`config.mk`:
```
export PLATFORM = sky130hd
export DESIGN_NAME = multicycle_control_unit_flat
export DESIGN_NICKNAME = d
export VERILOG_FILES = /design/src/rtl/multicycle_control_unit_if.sv /design/src/rtl/multicycle_control_unit.sv /design/src/flat_wrapper.sv
export SDC_FILE = /design/constraint.sdc
export NUM_CORES = 1
export LEC_CHECK = 0
export ABC_CLOCK_PERIOD_IN_PS = 3500
export CAP_MARGIN = 20
export CORE_MARGIN = 10
export CORE_UTILIZATION = 40
export CTS_BUF_LIST = sky130_fd_sc_hd__clkbuf_8 sky130_fd_sc_hd__clkbuf_16
export DETAILED_ROUTE_END_ITERATION = 12
export GPL_TIMING_DRIVEN = 1
export PLACE_DENSITY = 0.86
export SLEW_MARGIN = 5
export SYNTH_ARGS = -nofsm -noshare
export SYNTH_HDL_FRONTEND = slang
export SYNTH_SLANG_ARGS = --single-unit
export TNS_END_PERCENT = 5
```
`constraint.sdc`:
```
create_clock -name clk -period 3.5 [get_ports clk]
set_input_delay 0.35 -clock clk [delete_from_list [all_inputs] [get_ports clk]]
set_output_delay 0.35 -clock clk [all_outputs]
set_load 0.005 [all_outputs]
```
`src/rtl/multicycle_control_unit_if.sv`:
```
// Control bundle between the multicycle control unit and the RV32I datapath.
// The datapath side is the master; the control unit is the slave.
interface multicycle_control_unit_if;
    logic [6:0] op;
    logic [2:0] funct3;
    logic       funct7b5;
    logic       Zero;
    logic       PCWrite;
    logic       AdrSrc;
    logic       MemWrite;
    logic       IRWrite;
    logic [1:0] ResultSrc;
    logic [1:0] ALUSrcA;
    logic [1:0] ALUSrcB;
    logic [2:0] ALUControl;
    logic [1:0] ImmSrc;
    logic       RegWrite;
    logic       illegal_op;
    logic [3:0] state;

    modport master (
        output op, funct3, funct7b5, Zero,
        input  PCWrite, AdrSrc, MemWrite, IRWrite, ResultSrc,
        input  ALUSrcA, ALUSrcB, ALUControl, ImmSrc, RegWrite,
        input  illegal_op, state
    );

    modport slave (
        input  op, funct3, funct7b5, Zero,
        output PCWrite, AdrSrc, MemWrite, IRWrite, ResultSrc,
        output ALUSrcA, ALUSrcB, ALUControl, ImmSrc, RegWrite,
        output illegal_op, state
    );
endinterface

```
`src/rtl/multicycle_control_unit.sv`:
```
// Multicycle RV32I control: Moore main FSM, ALU decoder and immediate decoder.
// Write enables are gated by rst_n so nothing commits while reset is held.
module multicycle_control_unit (
    input  logic                             clk,
    input  logic                             rst_n,
    multicycle_control_unit_if.slave         bus
);
    typedef enum logic [3:0] {
        S_FETCH    = 4'd0,
        S_DECODE   = 4'd1,
        S_MEMADR   = 4'd2,
        S_MEMREAD  = 4'd3,
        S_MEMWB    = 4'd4,
        S_MEMWRITE = 4'd5,
        S_EXECR    = 4'd6,
        S_ALUWB    = 4'd7,
        S_EXECI    = 4'd8,
        S_JAL      = 4'd9,
        S_BEQ      = 4'd10
    } state_t;

    localparam logic [6:0] OP_LW   = 7'b0000011;
    localparam logic [6:0] OP_SW   = 7'b0100011;
    localparam logic [6:0] OP_R    = 7'b0110011;
    localparam logic [6:0] OP_I    = 7'b0010011;
    localparam logic [6:0] OP_JAL  = 7'b1101111;
    localparam logic [6:0] OP_BEQ  = 7'b1100011;

    state_t     r_state;
    state_t     w_next;
    logic       w_legal;
    logic       w_pc_update;
    logic       w_branch;
    logic       w_ir_write;
    logic       w_mem_write;
    logic       w_reg_write;
    logic       w_adr_src;
    logic [1:0] w_alu_op;
    logic [1:0] w_result_src;
    logic [1:0] w_src_a;
    logic [1:0] w_src_b;
    logic [2:0] w_alu_ctrl;
    logic [1:0] w_imm_src;

    always_comb begin
        unique case (bus.op)
            OP_LW, OP_SW, OP_R, OP_I, OP_JAL, OP_BEQ: w_legal = 1'b1;
            default:                                 w_legal = 1'b0;
        endcase
    end

    always_ff @(posedge clk or negedge rst_n) begin
        if (!rst_n) r_state <= S_FETCH;
        else        r_state <= w_next;
    end

    always_comb begin
        w_next = S_FETCH;
        case (r_state)
            S_FETCH:   w_next = S_DECODE;
            S_DECODE: begin
                unique case (bus.op)
                    OP_LW, OP_SW: w_next = S_MEMADR;
                    OP_R:         w_next = S_EXECR;
                    OP_I:         w_next = S_EXECI;
                    OP_JAL:       w_next = S_JAL;
                    OP_BEQ:       w_next = S_BEQ;
                    default:      w_next = S_FETCH;
                endcase
            end
            S_MEMADR:  w_next = (bus.op == OP_SW) ? S_MEMWRITE : S_MEMREAD;
            S_MEMREAD: w_next = S_MEMWB;
            S_EXECR,
            S_EXECI,
            S_JAL:     w_next = S_ALUWB;
            default:   w_next = S_FETCH;
        endcase
    end

    always_comb begin
        w_pc_update  = 1'b0;
        w_branch     = 1'b0;
        w_ir_write   = 1'b0;
        w_mem_write  = 1'b0;
        w_reg_write  = 1'b0;
        w_adr_src    = 1'b0;
        w_alu_op     = 2'b00;
        w_result_src = 2'b00;
        w_src_a      = 2'b00;
        w_src_b      = 2'b00;
        case (r_state)
            S_FETCH: begin
                w_ir_write   = 1'b1;
                w_pc_update  = 1'b1;
                w_src_b      = 2'b10;
                w_result_src = 2'b10;
            end
            S_DECODE: begin
                w_src_a = 2'b01;
                w_src_b = 2'b01;
            end
            S_MEMADR: begin
                w_src_a = 2'b10;
                w_src_b = 2'b01;
            end
            S_MEMREAD:  w_adr_src = 1'b1;
            S_MEMWB: begin
                w_result_src = 2'b01;
                w_reg_write  = 1'b1;
            end
            S_MEMWRITE: begin
                w_adr_src   = 1'b1;
                w_mem_write = 1'b1;
            end
            S_EXECR: begin
                w_src_a  = 2'b10;
                w_alu_op = 2'b10;
            end
            S_ALUWB:    w_reg_write = 1'b1;
            S_EXECI: begin
                w_src_a  = 2'b10;
                w_src_b  = 2'b01;
                w_alu_op = 2'b10;
            end
            S_JAL: begin
                w_src_a     = 2'b01;
                w_src_b     = 2'b10;
                w_pc_update = 1'b1;
            end
            S_BEQ: begin
                w_src_a  = 2'b10;
                w_alu_op = 2'b01;
                w_branch = 1'b1;
            end
            default: ;
        endcase
    end

    // Subtract only for R-type with funct7b5; addi ignores bit 30
    always_comb begin
        w_alu_ctrl = 3'b000;
        case (w_alu_op)
            2'b01: w_alu_ctrl = 3'b001;
            2'b10: begin
                case (bus.funct3)
                    3'b000:  w_alu_ctrl = (bus.op[5] & bus.funct7b5) ? 3'b001 : 3'b000;
                    3'b010:  w_alu_ctrl = 3'b101;
                    3'b110:  w_alu_ctrl = 3'b011;
                    3'b111:  w_alu_ctrl = 3'b010;
                    default: w_alu_ctrl = 3'b000;
                endcase
            end
            default: w_alu_ctrl = 3'b000;
        endcase
    end

    always_comb begin
        unique case (bus.op)
            OP_SW:   w_imm_src = 2'b01;
            OP_BEQ:  w_imm_src = 2'b10;
            OP_JAL:  w_imm_src = 2'b11;
            default: w_imm_src = 2'b00;
        endcase
    end

    assign bus.PCWrite    = rst_n & (w_pc_update | (w_branch & bus.Zero));
    assign bus.IRWrite    = rst_n & w_ir_write;
    assign bus.MemWrite   = rst_n & w_mem_write;
    assign bus.RegWrite   = rst_n & w_reg_write;
    assign bus.AdrSrc     = w_adr_src;
    assign bus.ResultSrc  = w_result_src;
    assign bus.ALUSrcA    = w_src_a;
    assign bus.ALUSrcB    = w_src_b;
    assign bus.ALUControl = w_alu_ctrl;
    assign bus.ImmSrc     = w_imm_src;
    assign bus.illegal_op = (r_state == S_DECODE) & ~w_legal;
    assign bus.state      = r_state;
endmodule

```
`src/flat_wrapper.sv`:
```
// flat-port wrapper written by rule: the top's interface ports become plain ports
module multicycle_control_unit_flat 
  (clk, rst_n, bus_op, bus_funct3, bus_funct7b5, bus_Zero, bus_PCWrite, bus_AdrSrc, bus_MemWrite, bus_IRWrite, bus_ResultSrc, bus_ALUSrcA, bus_ALUSrcB, bus_ALUControl, bus_ImmSrc, bus_RegWrite, bus_illegal_op, bus_state);
  multicycle_control_unit_if bus_i ();
  input  logic clk;
  input  logic rst_n;
  input wire logic [$bits(bus_i.op)-1:0] bus_op;
  input wire logic [$bits(bus_i.funct3)-1:0] bus_funct3;
  input wire logic [$bits(bus_i.funct7b5)-1:0] bus_funct7b5;
  input wire logic [$bits(bus_i.Zero)-1:0] bus_Zero;
  output wire logic [$bits(bus_i.PCWrite)-1:0] bus_PCWrite;
  output wire logic [$bits(bus_i.AdrSrc)-1:0] bus_AdrSrc;
  output wire logic [$bits(bus_i.MemWrite)-1:0] bus_MemWrite;
  output wire logic [$bits(bus_i.IRWrite)-1:0] bus_IRWrite;
  output wire logic [$bits(bus_i.ResultSrc)-1:0] bus_ResultSrc;
  output wire logic [$bits(bus_i.ALUSrcA)-1:0] bus_ALUSrcA;
  output wire logic [$bits(bus_i.ALUSrcB)-1:0] bus_ALUSrcB;
  output wire logic [$bits(bus_i.ALUControl)-1:0] bus_ALUControl;
  output wire logic [$bits(bus_i.ImmSrc)-1:0] bus_ImmSrc;
  output wire logic [$bits(bus_i.RegWrite)-1:0] bus_RegWrite;
  output wire logic [$bits(bus_i.illegal_op)-1:0] bus_illegal_op;
  output wire logic [$bits(bus_i.state)-1:0] bus_state;
  assign bus_i.op = bus_op;
  assign bus_i.funct3 = bus_funct3;
  assign bus_i.funct7b5 = bus_funct7b5;
  assign bus_i.Zero = bus_Zero;
  assign bus_PCWrite = bus_i.PCWrite;
  assign bus_AdrSrc = bus_i.AdrSrc;
  assign bus_MemWrite = bus_i.MemWrite;
  assign bus_IRWrite = bus_i.IRWrite;
  assign bus_ResultSrc = bus_i.ResultSrc;
  assign bus_ALUSrcA = bus_i.ALUSrcA;
  assign bus_ALUSrcB = bus_i.ALUSrcB;
  assign bus_ALUControl = bus_i.ALUControl;
  assign bus_ImmSrc = bus_i.ImmSrc;
  assign bus_RegWrite = bus_i.RegWrite;
  assign bus_illegal_op = bus_i.illegal_op;
  assign bus_state = bus_i.state;
  multicycle_control_unit u_core (.clk(clk), .rst_n(rst_n), .bus(bus_i));
endmodule
```
Yosys cells after proc, flatten, opt, wreduce, memory -nomap -nowiden
Cells that the tools add are included.
- input bits: 14
- logic and storage cells: 61
- register bits after elaboration: 4
- bitwise gates (word level): 9
- mux-type cells: 18
- eq/ne operators: 21
- reduce and logical (&&, ||, !) cells: 12
- operators by type and width (operator ; count):
    4-bit one-hot mux with 5 select lines ; 2
    4-bit by 3-bit == test with 1-bit output, second input constant ; 4
    2-bit one-hot mux with 2 select lines ; 4
    7-bit by 6-bit == test with 1-bit output, second input constant ; 2
    7-bit == test, second input constant ; 2
    4-bit == test, second input constant ; 3
    3-bit one-hot mux with 4 select lines ; 1
    2-bit OR reduction ; 6
    4-bit by 2-bit == test with 1-bit output, second input constant ; 2
    1-bit 2-to-1 mux ; 8
    1-bit AND ; 7
    7-bit by 2-bit == test with 1-bit output, second input constant ; 1
    7-bit by 5-bit == test with 1-bit output, second input constant ; 1
    3-bit == test, second input constant ; 2
    2-bit one-hot mux with 3 select lines ; 1
    3-bit one-hot mux with 2 select lines ; 1
    3-bit OR reduction ; 2
    6-bit OR reduction ; 1
    4-bit by 1-bit == test with 1-bit output, second input constant ; 1
    4-bit zero test ; 1
    4-bit OR reduction ; 1
    3-bit by 2-bit == test with 1-bit output, second input constant ; 1
    3-bit zero test ; 1
    3-bit 2-to-1 mux ; 1
    other kinds (4) ; 4

Logic depth before layout (Yosys ltp)
Gate-level depths: netlist (run 1).
- word-level depth: 5
- depth in mapped cells: 8

Worst setup path after synthesis (run 1)
OpenSTA, ideal clock, no wires.
- kind: register -> output
- from: register u_core.r_state[3] (netlist: u_core.bus.state[3])
- to: output bus_ALUControl[2]
- cell stages (with the launch flop): 8
- data required time: 3150 ps
- slack: 1382 ps
- buffers on the path: 2
- arrival: 1768 ps
- path through: dfrtp_1 -> clkbuf_1 -> clkbuf_1 -> nand2_1 -> a21oi_1 -> ha_1 -> nand2b_1 -> nor3b_1
- longest elaborated chain between the ends: 5
- elaborated cells between the ends (all ways): 8
- those cells by class: 5 x eq/ne; 2 x mux; 1 x reduce/logical
- ends and longest elaborated chain (what ; line ; RTL):
    from (decl) ; multicycle_control_unit.sv:29 ; state_t r_state;
    from (signal assigned) ; multicycle_control_unit.sv:54 ; else r_state <= w_next;
    4-bit by 3-bit == test with 1-bit output or 4-bit == test (tied branches) ; multicycle_control_unit.sv:91 ; case (r_state)
    2-bit OR reduction (no line) ; n/a ;
    2-bit one-hot mux with 2 select lines * ; multicycle_control_unit.sv:91 ;
    2-bit == test or 2-bit by 1-bit == test with 1-bit output (tied branches) ; multicycle_control_unit.sv:142 ; case (w_alu_op)
    3-bit one-hot mux with 2 select lines * ; multicycle_control_unit.sv:142 ;
    to (decl) ; flat_wrapper.sv:18 ; output wire logic [$bits(bus_i.ALUControl)-1:0] bus_ALUControl;
Every way passes the cells marked *; elsewhere a longest branch is shown, timed or not.

Final worst setup path (run 1)
- from: register u_core.r_state[1] (netlist: u_core.bus.state[1])
- to: output bus_ALUControl[2]
Same word-level chain as after synthesis.

==> impl_metrics.py, run 1 <==
metrics = {
    "outcome": {
        "status": "finished clean",
    },
    "yosys": {
        "synth_cells": 85,
        "synth.cell_area_um2": 617,
        "ys_types": 39,
        "syn_area_per_cell_um2": 7.26,
        "synth.ff_latch_count": 4,
        "syn_nets": 101,
        "yosysWarnings": 0,
        "yosysSeqAreaShare_pct": 16.2,
    },
    "finish": {
        "finalNetCount": 133,
        "fillers": 132,
        "fin_area_um2": 981,
        "mostFrequentLayoutCell": "clkdlybuf4s50_1",
        "n_antenna_cell": 0,
        "layout_common_cells": "clkdlybuf4s50_1, nor2_1, nand2_1",
        "drive_above_1_share_pct": 6.96,
        "largest_reg_flops": 4,
        "areaGrowthSynthToFinish_pct": 59.0,
    },
    "global_route": {
        "overflow": 0,
        "first_global_vias": 699,
        "grt_pass1_wl_mm": 3.04,
        "antenna_found_initial": 0,
        "grt_max_degree": 18,
        "grt_use_total_pct": 10.5,
    },
    "setup_path": {
        "path_max_fanout": 17,
        "cp.required_ns": 3.15,
        "worstSetupPathType": "reg -> out",
        "critPathLaunch": "u_core.bus.state[1]",
        "arrival_ns": 2.48,
        "rr_startpoint": "u_core.bus.state[0]",
        "ff2ff_setup_slack_ns": 1.73,
        "cp-start-kind": "register",
        "cp-end-kind": "output port",
    },
    "power": {
        "power_mw": 0.444,
        "power_frac_seq_pct": 21.1,
        "swShare_pct": 33.6,
        "switching_power_mw": 0.149,
        "p_comb_share_pct": 57.4,
        "p_leak_nw": 0.365,
        "vdd_drop_max_mv": 0.232,
        "p_per_area_nw_per_um2": 452,
        "pwr-share-clk_pct": 21.5,
        "internal_power_mw": 0.295,
    },
    "routing": {
        "drtAntennaViolNets": 0,
        "drt-initial-drc-count": 19,
        "post_drt_wl_per_cell_um": 13.7,
        "firstDrtPassIters": 4,
        "routed_wl_mm": 1.80,
        "dr_total_vias": 713,
        "drc": 0,
        "viasPerCell": 5.44,
    },
    "floorplanning": {
        "ios": 35,
        "fp.dieH_um": 59.3,
        "start_util_pct": 41.4,
        "dieArea_um2": 3510,
        "rows": 14,
        "core_um2": 1490,
        "die_w_um": 59.3,
    },
    "timing": {
        "setup_viol": 0,
        "finalWorstSetupSlack_ns": 0.669,
        "clock.fmax_mhz": 353,
        "final-max-slew-violation-count": 0,
        "rsz0062_at_grt": "no",
        "setup_tns_ns": 0,
        "final.min_clock_period_ns": 2.83,
        "fin_crit_sh_pct": 80.9,
        "hold_violations": 0,
        "tightest_slew_ns": 0.528,
        "fin_skew_ns": 0.000406,
        "slew_headroom_pct": 64.8,
    },
    "clock_network": {
        "cts_tree": "done",
        "clkTransAtPathRegs_ns": 0.03,
        "cts-root-buf": "clkbuf_8",
        "cts_setup_buffers": 0,
        "cts_buffers": 3,
        "cts.sinks": 4,
        "ctsHoldBuffers": 0,
        "clk_latency_ns": 0.21,
        "clock_path_buffers": 2,
        "htree_levels": 1,
        "ctsResizeCount": 0,
    },
    "placed_design": {
        "dp_hpwl_mm": 1.45,
        "placed_cell_area_um2": 940,
        "pre_cts_ws_ns": 0.908,
        "portBuffers": 34,
        "gp_congestion": 0.756,
    },
    "hold_path": {
        "hp-class": "in -> async",
    },
    "flow_run": {
        "drv_cap": 0,
    },
}
## critical path: stages (launching register included)
cell	delay [ns]
dfrtp_1	0.56
nor2_1	0.24
nand2_1	0.15
a21oi_1	0.18
ha_1	0.25
nand2b_1	0.16
nor3b_1	0.19
clkdlybuf4s50_1	0.53
## routing by layer
layer	GRT usage, %	wire length, um
met5	0	0
met4	4.92	19
met3	3.65	131
met2	17.4	837
met1	11.6	806
## stage by stage
stage	cells	utilization [%]	hold slack, ns
CTS	131	65.9	0.378
global route	131	65.9	0.400
global placement	128	63.1	0.604
floorplan	85	-	0.0544
finish	131	65.9	0.377
detailed placement	128	63.1	0.602
## cell type report
cell class	instances	area, um^2	area share (%)
well taps	16	20.0	2.04
multi-input cells	70	464	47.3
repair buffers	34	340	34.7
inverters	4	15.0	1.53
flip-flops and latches	4	100	10.2
clock buffers	3	41.3	4.21
## cell families (layout without fill, tap and decap cells)
group                    after synthesis  count (layout)  share of synthesized area (%)
flip-flops                             4               4                           16.2
buffers and inverters                 11              41                           8.52
AO/OA/AOI/OAI                         21              21                           24.3
AND/OR/NAND/NOR                       42              42                           39.4
adder cells (fa/ha/maj)                2               2                           4.06
multiplexers                           1               1                           1.83
XOR/XNOR                               4               4                           5.68
## cells in the mapped netlist, drive strengths merged
cell,n,share of area [%]
a311oi,1,1.4
clkbuf,5,3.0
nor2b,2,2.0
nand3,3,2.4
and4,1,1.4
o311ai,1,1.4
nand3b,1,1.2
nor4,1,1.0
xnor2,1,1.4
nor3,1,0.81
o2bb2ai,1,1.4
or3,2,2.0
and2,2,2.0
o21a,2,2.4
or4,1,1.8
nor3b,4,4.9
xor2,3,4.3
nand4b,1,1.4
or4b,1,1.6
inv,4,2.4
a21boi,1,1.2
o2111ai,1,1.4
and3b,1,1.4
o21bai,1,1.2
mux2,1,1.8
o21ai,3,2.4
or3b,1,1.8
nand2b,3,3.0
nand2,8,4.9
buf,2,3.0
a21oi,4,3.2
o211ai,3,4.5
dfrtp,4,16
ha,2,4.1
a21o,1,1.2
a211oi,2,2.4
nor2,9,5.5
## power groups by stage
stage               sequential (mW)  combinational, mW  clock (mW)
floorplan                    0.0625              0.152           0
global placement             0.0935              0.252           0
detailed placement           0.0942              0.258           0
CTS                          0.0937              0.258      0.0973
global route                  0.100              0.282       0.101
finish                       0.0938              0.254      0.0954
## final timing paths
path / endpoint / depth (start not counted)
setup / recovery: bus_ALUControl[2] / 7
hold / removal: u_core.bus.state[3] / 1
setup reg to reg: u_core.bus.state[2] / 3
hold reg to reg: u_core.bus.state[0] / 1
max in group asynchronous: u_core.bus.state[0] / 1
min in group clk: u_core.bus.state[0] / 1
Note: power is estimated with default switching activity, not from simulation.
==> inputs of run 2 (changes only) <==
ABC_CLOCK_PERIOD_IN_PS = 2400   (was 3500)
CORE_UTILIZATION = 34   (was 40)
PLACE_DENSITY = 0.79   (was 0.86)
clock period = 2.4 ns   (was 3.5 ns; I/O delays follow)
==> run 2 against run 1 <==
Compared with the run above:
- critical path depth down 2
- via count up 6.3%
- core utilization down 2.8 points
- highest routed layer unchanged
==> impl_metrics.py, run 2 (synthesis results as in run 1) <==
metrics = {
    "clock_network": {
        "clkTransAtPathRegs_ns": 0.03,
        "cts-root-buf": "clkbuf_8",
        "cts.sinks": 4,
        "clk_latency_ns": 0.22,
        "htree_levels": 1,
        "cts_tree": "done",
        "clock_path_buffers": 2,
        "cts_buffers": 3,
    },
    "timing": {
        "fin_crit_sh_pct": 96.2,
        "hold_violations": 0,
        "fin_skew_ns": 0.000338,
        "setup_viol": 0,
        "rsz0062_at_grt": "no",
        "slew_headroom_pct": 72.6,
        "finalWorstSetupSlack_ns": 0.0922,
        "final-max-slew-violation-count": 0,
        "setup_tns_ns": 0,
        "clock.fmax_mhz": 433,
        "final.min_clock_period_ns": 2.31,
        "hold_ws_ns": 0.267,
        "tightest_slew_ns": 0.406,
    },
    "global_route": {
        "grtUsageMet3_pct": 6.09,
        "grt_max_degree": 17,
        "grt_use_met2_pct": 17.1,
        "grt_use_total_pct": 10.3,
        "busiest_layer": "met2",
        "grt_pass1_wl_mm": 3.31,
        "antenna_found_initial": 0,
        "overflow": 0,
        "grt.met1_usage_pct": 9.63,
        "first_global_vias": 755,
    },
    "outcome": {
        "status": "finished clean",
    },
    "finish": {
        "drive_above_1_share_pct": 19.0,
        "fin_area_um2": 1090,
        "final_cells": 151,
        "largest_reg_flops": 4,
        "mostFrequentLayoutCell": "clkdlybuf4s50_1",
        "areaGrowthSynthToFinish_pct": 76.5,
        "n_antenna_cell": 0,
        "finalNetCount": 144,
        "fillers": 162,
        "layout_common_cells": "clkdlybuf4s50_1, buf_4, nor2_1, nand2_1",
    },
    "floorplanning": {
        "die_w_um": 62.6,
        "core_um2": 1730,
        "ios": 35,
        "start_util_pct": 35.7,
        "dieArea_um2": 3920,
        "fp.dieH_um": 62.6,
        "rows": 15,
    },
    "placed_design": {
        "dp_hpwl_mm": 1.62,
        "portBuffers": 34,
        "dp_cells": 146,
        "placed_cell_area_um2": 1020,
        "pre_cts_ws_ns": 0.0942,
        "gp_congestion": 0.789,
    },
    "setup_path": {
        "cp-start-kind": "primary input",
        "rr_worst_depth": 4,
        "ff2ff_setup_slack_ns": 0.70,
        "worstSetupPathType": "in -> out",
        "arrival_ns": 2.07,
        "r2r-end": "u_core.bus.state[2]",
        "cp.required_ns": 2.16,
        "cp-end-kind": "output port",
        "rr_startpoint": "u_core.bus.state[1]",
        "path_max_fanout": 5,
    },
    "routing": {
        "viasPerCell": 5.02,
        "dr_total_vias": 758,
        "firstDrtPassIters": 3,
        "routed_wl_mm": 1.99,
        "drc": 0,
        "drt-initial-drc-count": 7,
        "drtAntennaViolNets": 0,
        "post_drt_wl_per_cell_um": 13.2,
    },
    "flow_run": {
        "drv_cap": 0,
    },
    "hold_path": {
        "hp-class": "in -> async",
    },
    "power": {
        "p_per_area_nw_per_um2": 650,
        "p_leak_nw": 0.445,
        "vdd_drop_max_mv": 0.386,
    },
}
[run 2: cell types whose count changed in the layout (fill, tap and decap cells not counted), sizes merged]
cell,change
buf,+11
dlygate4sd2,+2
dlymetal6s2s,+1
clkdlybuf4s50,-3
[run 2: report_power, final]
group	internal (mW)	switching (mW)	leakage [nW]
sequential	0.0822	0.0117	0.0485
combinational	0.284	0.185	0.375
clock	0.107	0.0369	0.0216
[run 2: what timing repair did]
item                                    4_1_cts  5_1_grt
hold buffers                                  0        0
endpoints found under the setup margin        3        1
endpoints found under the hold margin         0        0
gates cloned                                  0        0
pin swaps                                     0        0
gates resized for setup                       6        3
buffers inserted                              0        2
[run 2: layer usage]
layer	routed length, um	part of all wire (%)
met1	821	41
met2	937	47
met3	191	9.6
met4	38	1.9
met5	0	0
[run 2: worst max path at each step]
stage	from	endpoint	slack, ns	depth (start not counted)
6_report	bus_op[3]	bus_illegal_op	0.09	5
5_1_grt	bus_op[3]	bus_illegal_op	0.03	5
4_1_cts	u_core.bus.state[2]	bus_ALUControl[1]	0.06	7
3_5_place_dp	bus_op[3]	bus_illegal_op	0.09	5
3_3_place_gp	bus_op[3]	bus_illegal_op	0.10	5
2_1_floorplan	u_core.bus.state[3]	bus_ALUControl[2]	0.39	7
[run 2: stage by stage]
step	total power, mW	util (%)
2_1_floorplan	0.313	-
3_3_place_gp	0.547	59.0
3_5_place_dp	0.556	59.0
4_1_cts	0.711	61.7
5_1_grt	0.759	63.0
6_report	0.707	63.0
[run 2: cell type report]
cell class	count	area, um^2	share of cell area [%]
Clock buffer	3	41.3	3.79
Inverter	4	15.0	1.38
Multi-Input combinational cell	70	474	43.6
Sequential cell	4	104	9.54
Tap cell	25	31.3	2.87
Timing Repair Buffer	45	423	38.9
[run 2: critical path, stage by stage]
cell             delay, ns
clkdlybuf4s50_1       0.46
or4b_2                0.68
o211ai_1              0.12
a311oi_1              0.11
clkdlybuf4s50_1       0.46
